[src/rtl/seq_det_pkg.sv]
// Shared types, constants and helpers for the streaming sequence detector.
package seq_det_pkg;

    typedef enum logic [2:0] {
        IDLE,
        LOAD,
        SHIFT,
        CHECK,
        DONE
    } state_t;

    localparam int BYTE_W      = 8;
    localparam int PAT_MAX_DEF = 8;
    localparam int CNT_W_DEF   = 8;

    // Lengths of 0, 1 or anything past the history depth fall back to the full depth.
    function automatic logic [3:0] clamp_len(input logic [3:0] len, input int pat_max);
        logic [3:0] res;
        if (len < 4'd2 || int'(len) > pat_max) begin
            res = 4'(pat_max);
        end else begin
            res = len;
        end
        return res;
    endfunction

endpackage

[src/rtl/seq_detector_prog_moore.sv]
// Programmable Moore detector: serial bit history, fill counter and registered-state match.
module seq_detector_prog_moore
    import seq_det_pkg::*;
#(
    parameter int PAT_MAX = PAT_MAX_DEF
) (
    input  logic               clk,
    input  logic               rst,
    input  logic               clear,
    input  logic               bit_en,
    input  logic               bit_in,
    input  logic [PAT_MAX-1:0] pattern,
    input  logic [3:0]         len,
    input  logic               overlap,
    output logic               match
);

    localparam int FILL_W = $clog2(PAT_MAX + 1);

    logic [PAT_MAX-1:0] history;
    logic [PAT_MAX-1:0] mask;
    logic [FILL_W-1:0]  fill;
    logic               fresh;
    logic               hit;

    // The comparison stays true until the next shift, so fresh limits match to one cycle.
    always_comb begin
        mask = '0;
        for (int i = 0; i < PAT_MAX; i++) begin
            mask[i] = (i < int'(len));
        end
        hit   = (((history ^ pattern) & mask) == '0) && (int'(fill) >= int'(len));
        match = hit && fresh;
    end

    // After a non-overlapping hit the incoming bit starts a new window of one bit.
    always_ff @(posedge clk or negedge rst) begin
        if (!rst) begin
            history <= '0;
            fill    <= '0;
            fresh   <= 1'b0;
        end else if (clear) begin
            history <= '0;
            fill    <= '0;
            fresh   <= 1'b0;
        end else begin
            fresh <= bit_en;
            if (bit_en) begin
                history <= {history[PAT_MAX-2:0], bit_in};
                if (hit && !overlap) begin
                    fill <= FILL_W'(1);
                end else if (int'(fill) < PAT_MAX) begin
                    fill <= fill + 1'b1;
                end
            end
        end
    end

endmodule

[src/rtl/seq_detector_stream_ctrl.sv]
// Byte-stream controller around the programmable Moore detector with match counting.
// Optional sticky match flag (match_clr / match_seen) built when SEQ_DET_CTRL_STICKY_EN is defined.
module seq_detector_stream_ctrl
    import seq_det_pkg::*;
#(
    parameter int PAT_MAX = PAT_MAX_DEF,
    parameter int CNT_W   = CNT_W_DEF
) (
    input  logic               clk,
    input  logic               rst,
    input  logic [PAT_MAX-1:0] cfg_pattern,
    input  logic [3:0]         cfg_len,
    input  logic               cfg_overlap,
    input  logic [CNT_W-1:0]   cfg_target,
    input  logic               start,
    input  logic               abort,
    input  logic [BYTE_W-1:0]  byte_in,
    input  logic               byte_valid,
    output logic               byte_ready,
    output logic               busy,
    output logic               match,
    output logic [CNT_W-1:0]   match_count,
    output logic               done
`ifdef SEQ_DET_CTRL_STICKY_EN
    ,
    input  logic               match_clr,
    output logic               match_seen
`endif
);

    localparam int BIT_W = $clog2(BYTE_W);

    state_t             state;
    state_t             state_next;
    logic [PAT_MAX-1:0] pat_q;
    logic [3:0]         len_q;
    logic               overlap_q;
    logic [CNT_W-1:0]   target_q;
    logic [BYTE_W-1:0]  shreg;
    logic [BIT_W-1:0]   bit_cnt;
    logic [CNT_W-1:0]   cnt_next;
    logic               load_cfg;
    logic               take_byte;
    logic               bit_en;
    logic               det_clear;

    seq_detector_prog_moore #(
        .PAT_MAX (PAT_MAX)
    ) u_det (
        .clk     (clk),
        .rst     (rst),
        .clear   (det_clear),
        .bit_en  (bit_en),
        .bit_in  (shreg[BYTE_W-1]),
        .pattern (pat_q),
        .len     (len_q),
        .overlap (overlap_q),
        .match   (match)
    );

    // The CHECK decision looks at the count including the final bit's match.
    always_comb begin
        cnt_next   = (match && match_count != '1) ? match_count + 1'b1 : match_count;
        state_next = state;
        byte_ready = 1'b0;
        busy       = (state != IDLE);
        done       = 1'b0;
        load_cfg   = 1'b0;
        det_clear  = 1'b0;
        take_byte  = 1'b0;
        bit_en     = 1'b0;
        case (state)
            IDLE: begin
                if (start && !abort) begin
                    load_cfg   = 1'b1;
                    det_clear  = 1'b1;
                    state_next = LOAD;
                end
            end
            LOAD: begin
                byte_ready = 1'b1;
                if (abort) begin
                    state_next = IDLE;
                end else if (byte_valid) begin
                    take_byte  = 1'b1;
                    state_next = SHIFT;
                end
            end
            SHIFT: begin
                if (abort) begin
                    state_next = IDLE;
                end else begin
                    bit_en = 1'b1;
                    if (bit_cnt == BIT_W'(BYTE_W - 1)) begin
                        state_next = CHECK;
                    end
                end
            end
            CHECK: begin
                if (abort) begin
                    state_next = IDLE;
                end else if (target_q != '0 && cnt_next >= target_q) begin
                    state_next = DONE;
                end else begin
                    state_next = LOAD;
                end
            end
            DONE: begin
                done       = 1'b1;
                state_next = IDLE;
            end
            default: begin
                state_next = IDLE;
            end
        endcase
    end

    // The count is frozen in IDLE so a run's result survives abort and done.
    always_ff @(posedge clk or negedge rst) begin
        if (!rst) begin
            state       <= IDLE;
            pat_q       <= '0;
            len_q       <= '0;
            overlap_q   <= 1'b0;
            target_q    <= '0;
            shreg       <= '0;
            bit_cnt     <= '0;
            match_count <= '0;
        end else begin
            state <= state_next;
            if (load_cfg) begin
                pat_q       <= cfg_pattern;
                len_q       <= clamp_len(cfg_len, PAT_MAX);
                overlap_q   <= cfg_overlap;
                target_q    <= cfg_target;
                match_count <= '0;
            end else if (state != IDLE) begin
                match_count <= cnt_next;
            end
            if (take_byte) begin
                shreg   <= byte_in;
                bit_cnt <= '0;
            end else if (bit_en) begin
                shreg   <= {shreg[BYTE_W-2:0], 1'b0};
                bit_cnt <= bit_cnt + 1'b1;
            end
        end
    end

`ifdef SEQ_DET_CTRL_STICKY_EN
    // A match in the same cycle as a clear leaves the flag set.
    always_ff @(posedge clk or negedge rst) begin
        if (!rst) begin
            match_seen <= 1'b0;
        end else if (match) begin
            match_seen <= 1'b1;
        end else if (match_clr || load_cfg) begin
            match_seen <= 1'b0;
        end
    end
`endif

endmodule

[config.mk]
export PLATFORM = sky130hd
export DESIGN_NAME = seq_detector_stream_ctrl
export DESIGN_NICKNAME = d
export VERILOG_FILES = /design/src/rtl/seq_det_pkg.sv /design/src/rtl/seq_detector_prog_moore.sv /design/src/rtl/seq_detector_stream_ctrl.sv
export SDC_FILE = /design/constraint.sdc
export NUM_CORES = 1
export LEC_CHECK = 0
export BUFFER_PORTS_ARGS = -buffer_cell sky130_fd_sc_hd__buf_2
export CAP_MARGIN = 20
export CORE_UTILIZATION = 57
export CTS_CLUSTER_SIZE = 14
export DETAILED_ROUTE_END_ITERATION = 8
export GPL_TIMING_DRIVEN = 0
export PLACE_DENSITY_LB_ADDON = 0.1
export SYNTH_ARGS = -nofsm -noshare
export SYNTH_HDL_FRONTEND = slang
export SYNTH_SLANG_ARGS = --single-unit
export TNS_END_PERCENT = 50
[constraint.sdc]
create_clock -name clk -period 4.45 [get_ports clk]
set_clock_uncertainty 0.2 [all_clocks]
set_input_delay 0.6675 -clock clk [delete_from_list [all_inputs] [get_ports clk]]
set_output_delay 0.6675 -clock clk [all_outputs]
set_load 0.05 [all_outputs]
### Word level (Yosys, flattened, before mapping)

Index checks and enable logic that the tools add are counted.

* flip-flop bits (word level): 56
* logic and storage cells: 89
* latch bits: 0
* bits in writable memories: 0
* bits in read-only memories: 0
* output and inout port bits: 12
* memories: 0
* bits of input ports: 34

* $lt $le $gt $ge: 13
* $mul: 0
* divide/modulo/power cells: 0
* bitwise operators: 2
* equal/unequal tests: 9
* add/subtract/negate cells: 3
* shift-type cells: 0
* reduce and logical (&&, ||, !) cells: 19
* muxes and demuxes: 32

Operators with widths (number)
* $mux W8: 7
* $mux W3: 9
* $mux W4: 5
* $lt A3 B4 Y1 const A: 4
* $pmux W3 S4: 1
* $mux W1: 10
* $add A8 B1 Y8 const B: 1
* $and A8 B8 Y8: 1
* $ge A8 B8 Y1: 1
* $logic_not A8 Y1: 1
* $lt A1 B4 Y1 const A: 2
* $lt A2 B4 Y1 const A: 2
* $ne A8 B8 Y1 const B: 1
* $reduce_bool A8 Y1: 1
* $xor A8 B8 Y8: 1
* $eq A3 B2 Y1 const B: 2
* $eq A3 B3 Y1 const B: 2
* $logic_and A1 B1 Y1: 6
* $ne A3 B3 Y1 const B: 2
* $reduce_bool A2 Y1: 3
* $reduce_bool A3 Y1: 2
* $add A4 B1 Y4 const B: 1
* $ge A4 B4 Y1: 1
* $gt A4 B4 Y1 const B: 1
* 10 further kinds: 11

### Longest topological paths before layout

Gate-level depths: netlist of the first run.

* word-level depth: 12
* gate-level depth with buffers: 15
* mapped depth without buffers: 14

### Cells and area by module

From an unflattened synthesis of the first run, not the netlist that was laid out.

* cells, all modules: 324
* area total of the unflattened synthesis: 3032.9 µm²

Modules (own cells, without submodules)
* seq_detector_stream_ctrl: sequential area each 1076.0 µm², cells each 240, instances 1, area each 2199.6 µm²
* seq_detector_prog_moore: sequential area each 325.3 µm², cells each 84, instances 1, area each 833.3 µm²

### Worst setup path before layout of the first run

OpenSTA, ideal clock, no wires.

* kind: register to register
* start: register len_q[0]
* end: register state[2]
* library setup time: 120 ps
* data required time: 4130 ps
* data arrival time: 3251 ps
* clock period less this slack: 3571 ps
* cell stages (with the launch flop): 14
* buffers on the path: 1
* path slack: 879 ps
* path through: dfrtp_1 ha_1 nand2b_1 a2111oi_0 nor4b_4 o211ai_2 buf_6 mux2_1 ha_1 a21o_1 a21o_1 a211oi_1 o21ai_0 and4_1

* word-level cells in the longest chain between the ends: 12
* elaborated cells on any way between the ends: 20
* classes of those cells: 10 x order compare; 4 x mux; 1 x bitwise; 5 x reduce/logical

Ends and longest elaborated chain
* from (decl): line seq_detector_stream_ctrl.sv:36 `logic [3:0] len_q;`
* from (signal assigned): line seq_detector_stream_ctrl.sv:133 `len_q <= clamp_len(cfg_len, PAT_MAX);`
* $lt A1 B4 Y1, or another cell as far along: line seq_detector_prog_moore.sv:30 `mask[i] = (i < int'(len));`
* $and A8 B8 Y8: line seq_detector_prog_moore.sv:32 `hit = (((history ^ pattern) & mask) == '0) && (int'(fill) >= int'(len));`
* $logic_not A8 Y1: line seq_detector_prog_moore.sv:32
* $logic_and A1 B1 Y1 *: line seq_detector_prog_moore.sv:32
* $logic_and A1 B1 Y1 *: line seq_detector_prog_moore.sv:33 `match = hit && fresh;`
* $logic_and A1 B1 Y1 *: line seq_detector_stream_ctrl.sv:63 `cnt_next = (match && match_count != '1) ? match_count + 1'b1 : match_count;`
* $mux W8 *: line seq_detector_stream_ctrl.sv:63
* $ge A8 B8 Y1 *: line seq_detector_stream_ctrl.sv:102 `end else if (target_q != '0 && cnt_next >= target_q) begin`
* $logic_and A1 B1 Y1 *: line seq_detector_stream_ctrl.sv:102
* $mux W3 *: line seq_detector_stream_ctrl.sv:102
* $mux W3 *: line seq_detector_stream_ctrl.sv:100 `if (abort) begin`
* $pmux W3 S4 *: line seq_detector_stream_ctrl.sv:72 `case (state)`
* to (signal assigned): line seq_detector_stream_ctrl.sv:130 `state <= state_next;`
* to (decl): line seq_detector_stream_ctrl.sv:33 `state_t state;`

Mark *: on every way between the ends. The rest lies on a longest branch, timed or not.
A chain may end at the register's enable or synchronous reset.

### Final worst setup path of the first run

* start: register u_det.fill[0]
* end: register state[2]

* word-level cells in the longest chain between the ends: 10

Ends and longest elaborated chain
* from (decl): line seq_detector_prog_moore.sv:22 `logic [FILL_W-1:0] fill;`
* from (signal assigned): line seq_detector_prog_moore.sv:53 `fill <= fill + 1'b1;`
* $ge A4 B4 Y1: line seq_detector_prog_moore.sv:32
* $logic_and A1 B1 Y1: line seq_detector_prog_moore.sv:32
* $logic_and A1 B1 Y1: line seq_detector_prog_moore.sv:33
* $logic_and A1 B1 Y1: line seq_detector_stream_ctrl.sv:63
* $mux W8: line seq_detector_stream_ctrl.sv:63
* $ge A8 B8 Y1: line seq_detector_stream_ctrl.sv:102
* $logic_and A1 B1 Y1: line seq_detector_stream_ctrl.sv:102
* $mux W3: line seq_detector_stream_ctrl.sv:102
* $mux W3: line seq_detector_stream_ctrl.sv:100
* $pmux W3 S4: line seq_detector_stream_ctrl.sv:72

No other way between the ends.

==> impl_metrics.toml, run 1 <==
[run_status]
status = "complete, no violations"

[routing]
drt-initial-drc-count = 153
ant_nets = 0
viasPerCell = 5.466
drtPass1Iterations = 4
post-route-drc-count = 0
wl_per_cell_um = 14.08
vias = 2580
routed_wl_mm = 6.648

[clocking]
cts_resized = 0
cts_buffers = 5
root_buffer = "clkbuf_8"
insertion_delay_ns = 0.30
clock_path_buffers = 2
tritoncts = "yes"
post_cts_buffers = 0
clkTransAtPathRegs_ns = 0.10
hold_buffers = 0
cts_max_level = 2
cts.sinks = 56

[synth]
syn_nets = 399
synth_edf_count = 0
avgSynthCellArea_um2 = 8.794
synth_ff_type = "dfrtp_1"
synth_area_leaders = "dfrtp_1 (46%), nand2_1 (11%), ha_1 (6.5%)"
ys_ff_latch = 56
synthTopCellsByCount = "nand2_1 (93), dfrtp_1 (56), nor2_1 (25), nand3_1 (18)"
syn-cell-area_mm2 = 0.003069
syn_inst = 349
synth_top_area_share_pct = 45.66
yosysUniqueCellTypes = 49
yosysWarnings = 0
yosysMostFrequentCell = "nand2_1"
synth_top_area_cell = "dfrtp_1"
seq_area_frac_synth_pct = 45.66
ys_async_sr_fraction_pct = 100.0

[setup_path]
critPathMaxFanout = 10
cp-start-kind = "flop"
slowest_delay_ns = 0.81
path_buf_inv = 2
crit_required_ns = 4.45
crit_path_end_kind = "flop"
crit_family = "compound AO/OA/AOI/OAI gates"
criticalPathCategory = "reg2reg"
worstPathCellList = "inv_1 -> ha_1 -> nand2b_1 -> a2111oi_0 -> nor4b_4 -> o211ai_2 -> buf_6 -> mux2_1 -> ha_1 -> a21o_1 -> a21o_1 -> a211oi_1 -> o21ai_0 -> and4_1"
arrival_ns = 4.14
cpMaxStageDelayCell = "a2111oi_0"

[pwr]
p_leak_nw = 1.784
irDropWorstVdd_v = 0.0002673
powerDensity_mw_per_mm2 = 421.0

[die]
dieArea_mm2 = 0.005682
start_util_pct = 59.71
rows = 26
chipHeight_um = 75.38
io-pin-count = 46
die_x_um = 75.38
core_area_mm2 = 0.005140

[finish]
n_antenna_cell = 0
layout-drive-gt1-share_pct = 15.42
nNetsFinal = 452
area_growth_pct = 13.37

[grt]
grt_overflow = 0
grt_pass1_wl_mm = 10.85
antenna_found_initial = 0
grt_pass1_vias = 2340
grt_start_max_net_pins = 30
track_usage_pct = 25.59

[flow_run]
maxCapViolCount = 0

[placement]
hpwlAfterDp_mm = 4.993
gp_congestion = 0.8244
port_buffers = 45

[sta]
post-route-min-period_ns = 4.136
fin_setup_tns_ns = 0
slew_headroom_pct = 39.43
rsz0062_at_grt = "false"
fmax_mhz = 241.8
finalSetupViolations = 0
hold_viol = 0
maxSlewViolCount = 0
fin_crit_sh_pct = 92.95
worst_pin_slew_ns = 0.8856
hold_ws_ns = 0.1843

[worst_hold_path]
min_path_type = "in2async"
## kinds of logic (layout without fill, tap and decap cells)
kind of cell | count (synthesis) | count (layout) | synth area share (%)
compound gates | 63 | 63 | 14.06
xor+xnor | 14 | 14 | 3.995
fa+ha+maj | 16 | 16 | 6.523
buf+inv | 31 | 84 | 4.036
flops | 56 | 56 | 45.66
mux | 4 | 4 | 1.467
simple gates | 165 | 165 | 24.26
## layer usage
layer	GRT usage [%]	vias up	share of wire (%)
met5	0	-	0
met4	6.790	0	1.1
met3	3.571	7	3.7
met2	43.65	60	49
met1	34.45	1209	46
li1	-	1304	-
## sequential cells by signal (all words and copies together) (netlist names)
signal / flops
state: 3
u_det.fresh: 1
target_q: 8
u_det.fill: 4
bit_cnt: 3
match_count: 8
pat_q: 8
u_det.history: 8
shreg: 8
overlap_q: 1
len_q: 4
## final cells by class
type,count,area (um2)
buffer,14,60.06
clock buffer,6,72.57
clock inverter,1,5.005
fill,479,1660
inverter,17,63.81
multi-input combinational,262,1544
sequential,56,1401
tap,70,87.58
timing repair buffer,46,245.2
## metrics by stage
step | cells | setup slack (ns) | power [mW] | utilization (%) | instance area (um2)
after floorplan | 349 | 0.8787 | 1.064 | - | 3069
after global placement | 464 | 0.4459 | 1.186 | 65.80 | 3382
after detailed placement | 465 | 0.3483 | 1.207 | 66.19 | 3402
after CTS | 472 | 0.3234 | 1.473 | 67.70 | 3480
after global routing | 472 | 0.1254 | 1.571 | 67.70 | 3480
final | 472 | 0.3136 | 1.465 | 67.70 | 3480
## cells in the final DEF (no fill, tap or decap), types with 6 or more instances in the layout
master    synthesis  routed
xor2_1            8       8
a21oi_1           8       8
a31oi_1           7       7
clkbuf_1         12      13
ha_1             16      16
nor2_1           25      25
inv_1            16      16
dfrtp_1          56      56
nand3_1          18      18
xnor2_1           6       6
buf_2             0      45
nand2_1          93      93
o21ai_0          15      15
## report_power, final
group          switching, mW  leakage, nW  internal, mW
combinational          0.279         1.01         0.185
sequential            0.0996        0.728         0.635
clock                  0.158       0.0410         0.108
## worst paths after layout
| check | startpoint | endpoint | slack (ns) | cells past startpoint |
|---|---|---|---|---|
| max | u_det.fill[0]$_DFFE_PN0P_ | state[2]$_DFFE_PN0P_ | 0.31 | 14 |
| min | rst | target_q[1]$_DFFE_PN0P_ | 0.18 | 1 |
| max reg2reg | u_det.fill[0]$_DFFE_PN0P_ | state[2]$_DFFE_PN0P_ | 0.31 | 14 |
| min reg2reg | shreg[7]$_DFFE_PN0P_ | u_det.history[0]$_DFFE_PN0P_ | 0.30 | 2 |
| max in group asynchronous | rst | u_det.history[0]$_DFFE_PN0P_ | 3.28 | 2 |
| min in group clk | shreg[7]$_DFFE_PN0P_ | u_det.history[0]$_DFFE_PN0P_ | 0.30 | 2 |
## worst register-to-register path, stage by stage (launching register included)
cell       delay [ns]
dfrtp_1          0.42
inv_1            0.11
ha_1             0.23
nand2b_1         0.14
a2111oi_0        0.81
nor4b_4          0.12
o211ai_2         0.15
buf_6            0.17
mux2_1           0.36
ha_1             0.28
a21o_1           0.15
a21o_1           0.17
a211oi_1         0.37
o21ai_0          0.16
and4_1           0.21
No activity file was read; power rests on OpenSTA's default activity.
==> inputs of run 2 (changes only) <==
--- a/config.mk
+++ b/config.mk
@@ -11,7 +11,9 @@
 export CTS_CLUSTER_SIZE = 14
 export DETAILED_ROUTE_END_ITERATION = 8
 export GPL_TIMING_DRIVEN = 0
+export MAX_ROUTING_LAYER = met4
 export PLACE_DENSITY_LB_ADDON = 0.1
+export SETUP_SLACK_MARGIN = 0.5
 export SYNTH_ARGS = -nofsm -noshare
 export SYNTH_HDL_FRONTEND = slang
 export SYNTH_SLANG_ARGS = --single-unit
==> impl_metrics.toml, run 2 (synthesized netlist as in run 1, its figures left out) <==
[setup_path]
r2r_start = "len_q[2]$_DFFE_PN0P_"
r2r_setup_slack_ns = 0.73
r2r_end = "state[2]$_DFFE_PN0P_"
r2r_cells = 14
cp-start-kind = "flop"
crit_required_ns = 4.46
critPathMaxFanout = 10
crit_path_end_kind = "flop"
arrival_ns = 3.73
criticalPathCategory = "reg2reg"

[grt]
track_usage_pct = 26.37
antenna_found_initial = 0
grt_overflow = 0
grt_pass1_vias = 2343
grt_start_max_net_pins = 30
grt_pass1_wl_mm = 10.83

[sta]
maxSlewViolCount = 0
fin_setup_tns_ns = 0
finalSetupViolations = 0
fmax_mhz = 268.6
slew_headroom_pct = 53.59
hold_viol = 0
worst_pin_slew_ns = 0.6924
rsz0062_at_grt = "false"
fin_crit_sh_pct = 83.68
hold_ws_ns = 0.1852
post-route-min-period_ns = 3.724

[clocking]
root_buffer = "clkbuf_8"
insertion_delay_ns = 0.31
clock_path_buffers = 2
hold_buffers = 0
clkTransAtPathRegs_ns = 0.10
tritoncts = "yes"
cts_max_level = 2
cts.sinks = 56
cts_buffers = 5

[finish]
fin_util_pct = 68.23
final_common_cell = "nand2_1"
final_cell_mix = "nand2_1 (93), dfrtp_1 (55), buf_2 (45)"
layout-drive-gt1-share_pct = 16.58
nNetsFinal = 454
area_growth_pct = 14.27
n_antenna_cell = 0
fill_cells = 472
design_area_mm2 = 0.003507

[pwr]
pwr-share-clk_pct = 17.9
switchingPower_mw = 0.5458
switching_share_pct = 36.54
total_power_mw = 1.494
pwr-share-comb_pct = 32.9
p_leak_nw = 1.797
powerDensity_mw_per_mm2 = 425.9
power.internal_mw = 0.9479
irDropWorstVdd_v = 0.0002699
seq_power_share_pct = 49.2

[routing]
wl_per_cell_um = 14.09
wl_met2_mm = 3.280
drtPass1Iterations = 4
highest_layer = "met4"
route.met3.wl_um = 189
ant_nets = 0
viasPerCell = 5.437
post-route-drc-count = 0
vias = 2577
drt-met1-wl_mm = 3.144
routed_wl_mm = 6.679
drt-initial-drc-count = 139

[die]
chipHeight_um = 75.38
rows = 26
die_x_um = 75.38
io-pin-count = 46
start_util_pct = 59.71
core_area_mm2 = 0.005140
dieArea_mm2 = 0.005682

[worst_hold_path]
min_path_type = "in2async"

[placement]
port_buffers = 45
gp_congestion = 0.8369
hpwlAfterDp_mm = 4.993
placed_area_mm2 = 0.003402

[run_status]
status = "complete, no violations"

[flow_run]
maxCapViolCount = 0
-- run 2: through the flow --
stage	worst slack, ns	std cells
after floorplan	0.8787	349
after global placement	0.4459	464
after detailed placement	0.3483	465
after CTS	0.5862	472
after global routing	0.4918	474
final	0.7263	474
-- run 2: worst max-delay path: stages (launching register included) --
cell      delay, ns
dfrtp_1        0.42
inv_1          0.10
ha_1           0.27
o21ai_0        0.07
a222oi_1       0.28
nor4b_4        0.36
o211ai_2       0.18
buf_6          0.18
mux2_1         0.34
ha_1           0.28
a21o_1         0.15
a21o_1         0.18
a211oi_2       0.28
o21ai_0        0.14
and4_1         0.21
-- run 2: timing repair --
action / in CTS / in global routing
resized for setup: 2 / 2
buffers inserted: 0 / 2
setup endpoints to repair: 2 / 2
-- run 2: area by class of cell --
type                            count  area (um2)  area share, %
Tap cell                           70       87.58          2.497
Inverter                           17       63.81          1.819
Sequential cell                    56        1403          39.99
Multi-Input combinational cell    262        1555          44.35
Buffer                             14       60.06          1.712
Clock inverter                      1       5.005         0.1427
Timing Repair Buffer               48       260.3          7.421
Clock buffer                        6       72.57          2.069
-- run 2: worst max path at each step --
stage                                 endpoint  cells after the start                 startpoint
after global routing      state[2]$_DFFE_PN0P_                     14       len_q[3]$_DFFE_PN0P_
after CTS                 state[2]$_DFFE_PN0P_                     14       len_q[3]$_DFFE_PN0P_
after global placement    state[2]$_DFFE_PN0P_                     13       len_q[0]$_DFFE_PN0P_
after floorplan           state[2]$_DFFE_PN0P_                     13       len_q[0]$_DFFE_PN0P_
final                     state[2]$_DFFE_PN0P_                     14       len_q[2]$_DFFE_PN0P_
after detailed placement  state[2]$_DFFE_PN0P_                     14  u_det.fill[0]$_DFFE_PN0P_
-- run 2: power by group through the flow --
stage | Combinational [mW] | Clock, mW | Sequential, mW
6_report | 0.492 | 0.267 | 0.735
5_1_grt | 0.556 | 0.293 | 0.748
4_1_cts | 0.474 | 0.273 | 0.733
3_5_place_dp | 0.463 | 0 | 0.744
3_3_place_gp | 0.448 | 0 | 0.739
2_1_floorplan | 0.350 | 0 | 0.714
-- run 2: per-layer routing --
| layer | vias up | track usage, % |
|---|---|---|
| met1 | 1220 | 34.10 |
| met2 | 42 | 43.95 |
| met4 | 0 | 6.790 |
| met3 | 6 | 3.571 |
| li1 | 1309 | - |
| met5 | - | - |
==> inputs of run 3 (changes only) <==
--- a/config.mk
+++ b/config.mk
@@ -5,9 +5,10 @@
 export SDC_FILE = /design/constraint.sdc
 export NUM_CORES = 1
 export LEC_CHECK = 0
+export ABC_AREA = 1
 export BUFFER_PORTS_ARGS = -buffer_cell sky130_fd_sc_hd__buf_2
 export CAP_MARGIN = 20
-export CORE_UTILIZATION = 57
+export CORE_UTILIZATION = 52
 export CTS_CLUSTER_SIZE = 14
 export DETAILED_ROUTE_END_ITERATION = 8
 export GPL_TIMING_DRIVEN = 0
==> constraint.sdc (replaced) <==
create_clock -name clk -period 3.15 [get_ports clk]
set_clock_uncertainty 0.2 [all_clocks]
set_input_delay 0.4725 -clock clk [delete_from_list [all_inputs] [get_ports clk]]
set_output_delay 0.4725 -clock clk [all_outputs]
set_load 0.05 [all_outputs]
==> impl_metrics.toml, run 3 <==
[setup_path]
worstPathCellList = "inv_2 -> ha_4 -> nand2_2 -> inv_2 -> nand3_2 -> nand3_4 -> buf_4 -> nand4_4 -> o21ai_1 -> and2_4 -> ha_4 -> a21oi_2 -> nor3_2 -> nor2_1 -> nand3_2 -> nand2_2 -> nand2_2 -> nand2_2 -> nand2_1 -> nand2_1"
r2r_cells = 20
r2r_start = "len_q[2]$_DFFE_PN0P_"
cpMostUsedCell = "nand2_2"
r2r_setup_slack_ns = 0.22
cpMaxStageDelayCell = "dfrtp_1"
crit_required_ns = 3.22
arrival_ns = 2.99
r2r_end = "state[0]$_DFFE_PN0P_"
slowest_delay_ns = 0.43
cp-start-kind = "flop"
critPathMaxFanout = 5
crit_path_end_kind = "flop"
crit_family = "simple AND/OR/NAND/NOR gates"
path_buf_inv = 3
criticalPathCategory = "reg2reg"

[synth]
syn_nets = 442
synth_ff_type = "dfrtp_1"
yosysMostFrequentCell = "nand2_1"
ys_ff_latch = 56
synth_edf_count = 0
seq_area_frac_synth_pct = 44.57
synth_top_area_cell = "dfrtp_1"
syn-cell-area_mm2 = 0.003144
syn_inst = 392
synth_area_leaders = "dfrtp_1 (45%), nand2_1 (14%), inv_1 (6.4%)"
avgSynthCellArea_um2 = 8.021
yosysWarnings = 0
ys_async_sr_fraction_pct = 100.0
yosysUniqueCellTypes = 34
synthTopCellsByCount = "nand2_1 (119), dfrtp_1 (56), inv_1 (54), nand3_1 (30), o21ai_0 (25)"
synth_top_area_share_pct = 44.57

[die]
io-pin-count = 46
chipHeight_um = 79.76
start_util_pct = 55.40
rows = 27
core_area_mm2 = 0.005675
dieArea_mm2 = 0.006362
die_x_um = 79.76

[clocking]
clock_path_buffers = 2
root_buffer = "clkbuf_8"
cts.sinks = 56
insertion_delay_ns = 0.33
hold_buffers = 0
tritoncts = "yes"
cts_buffers = 5
clkTransAtPathRegs_ns = 0.11
cts_max_level = 2

[sta]
fin_ws_ns = 0.2220
fmax_mhz = 341.5
fin_crit_sh_pct = 92.95
worst_pin_slew_ns = 0.7787
rsz0062_at_grt = "true"
post-route-min-period_ns = 2.928
finalSetupViolations = 0
hold_viol = 0
slew_headroom_pct = 48.09
maxSlewViolCount = 0
fin_setup_tns_ns = 0

[grt]
track_usage_pct = 26.28
grt_overflow = 0
grt_pass1_vias = 2688
antenna_found_initial = 0
grt_pass1_wl_mm = 12.39
grt_start_max_net_pins = 34

[routing]
post-route-drc-count = 0
wl_per_cell_um = 13.77
drt-initial-drc-count = 180
ant_nets = 0
drtPass1Iterations = 4
vias = 2757
viasPerCell = 5.231
routed_wl_mm = 7.255

[placement]
dp_slack_ns = 0.1470
hpwlAfterDp_mm = 5.164
port_buffers = 45
gp_congestion = 0.8200

[worst_hold_path]
min_path_type = "in2async"

[finish]
nNetsFinal = 504
layout-drive-gt1-share_pct = 26.37
area_growth_pct = 22.05
final_cell_mix = "nand2_1 (113), dfrtp_1 (53), inv_1 (52)"
fill_cells = 505
n_antenna_cell = 0
final_common_cell = "nand2_1"

[pwr]
powerDensity_mw_per_mm2 = 898.4
p_leak_nw = 1.946
irDropWorstVdd_v = 0.0004381

[run_status]
status = "complete, no violations"

[flow_run]
maxCapViolCount = 0
[run 3: worst max-delay path by stage]
stage / startpoint / endpoint / slack (ns) / cells after the start
after floorplan: len_q[3]$_DFFE_PN0P_ / state[0]$_DFFE_PN0P_ / 0.29 / 20
after global placement: len_q[1]$_DFFE_PN0P_ / state[0]$_DFFE_PN0P_ / 0.22 / 19
after detailed placement: len_q[1]$_DFFE_PN0P_ / state[0]$_DFFE_PN0P_ / 0.15 / 20
after CTS: len_q[2]$_DFFE_PN0P_ / state[0]$_DFFE_PN0P_ / 0.25 / 21
after global routing: len_q[1]$_DFFE_PN0P_ / state[0]$_DFFE_PN0P_ / 0.01 / 21
final: len_q[2]$_DFFE_PN0P_ / state[0]$_DFFE_PN0P_ / 0.22 / 20
[run 3: layout make-up]
cell class	count	area, um2	share of cell area (%)
sequential	56	1405	36.62
clock buffer	5	68.82	1.793
timing repair buffer	54	309.0	8.053
inverter	59	221.5	5.771
clock inverter	3	27.53	0.7173
multi-input combinational	272	1690	44.05
tap	72	90.09	2.348
buffer	6	25.02	0.6521
[run 3: metal layers]
layer | vias to the layer above | part of all wire (%) | global-route usage (%)
met4 | 0 | 1.5 | 8.929
met2 | 54 | 47 | 40.94
li1 | 1394 | - | -
met3 | 7 | 4.4 | 4.686
met5 | - | 0 | -
met1 | 1302 | 47 | 34.74
[run 3: cell families (layout without fill, tap and decap cells)]
logic type	Yosys count	count (layout)	share of synthesized area, %
fa+ha+maj	16	16	6.367
compound gates	57	57	11.10
flops	56	56	44.57
xor+xnor	9	9	2.507
buf+inv	65	127	7.839
simple gates	189	190	27.62
[run 3: power breakdown]
part / total [mW] / internal, mW / switching [mW]
clock: 0.432 / 0.164 / 0.267
combinational: 1.83 / 0.652 / 1.18
sequential: 1.18 / 0.984 / 0.198
total: 3.45 / 1.80 / 1.65
[run 3: stage by stage]
| step | cell area (um2) | power [mW] | std cells | utilization (%) | hold WS (ns) |
|---|---|---|---|---|---|
| 4_1_cts | 3779 | 3.377 | 526 | 66.58 | 0.03118 |
| 5_1_grt | 3837 | 3.748 | 527 | 67.61 | 0.05174 |
| 6_report | 3837 | 3.448 | 527 | 67.61 | 0.005745 |
| 2_1_floorplan | 3179 | 2.345 | 392 | - | -0.02309 |
| 3_5_place_dp | 3515 | 2.732 | 510 | 61.93 | 0.2822 |
| 3_3_place_gp | 3495 | 2.671 | 509 | 61.57 | 0.2799 |
[run 3: repair_timing]
item | in CTS | in global routing
cloned | 1 | 0
setup endpoints to repair | 3 | 3
pin swaps | 15 | 9
setup buffers | 7 | 1
resized for setup | 21 | 11
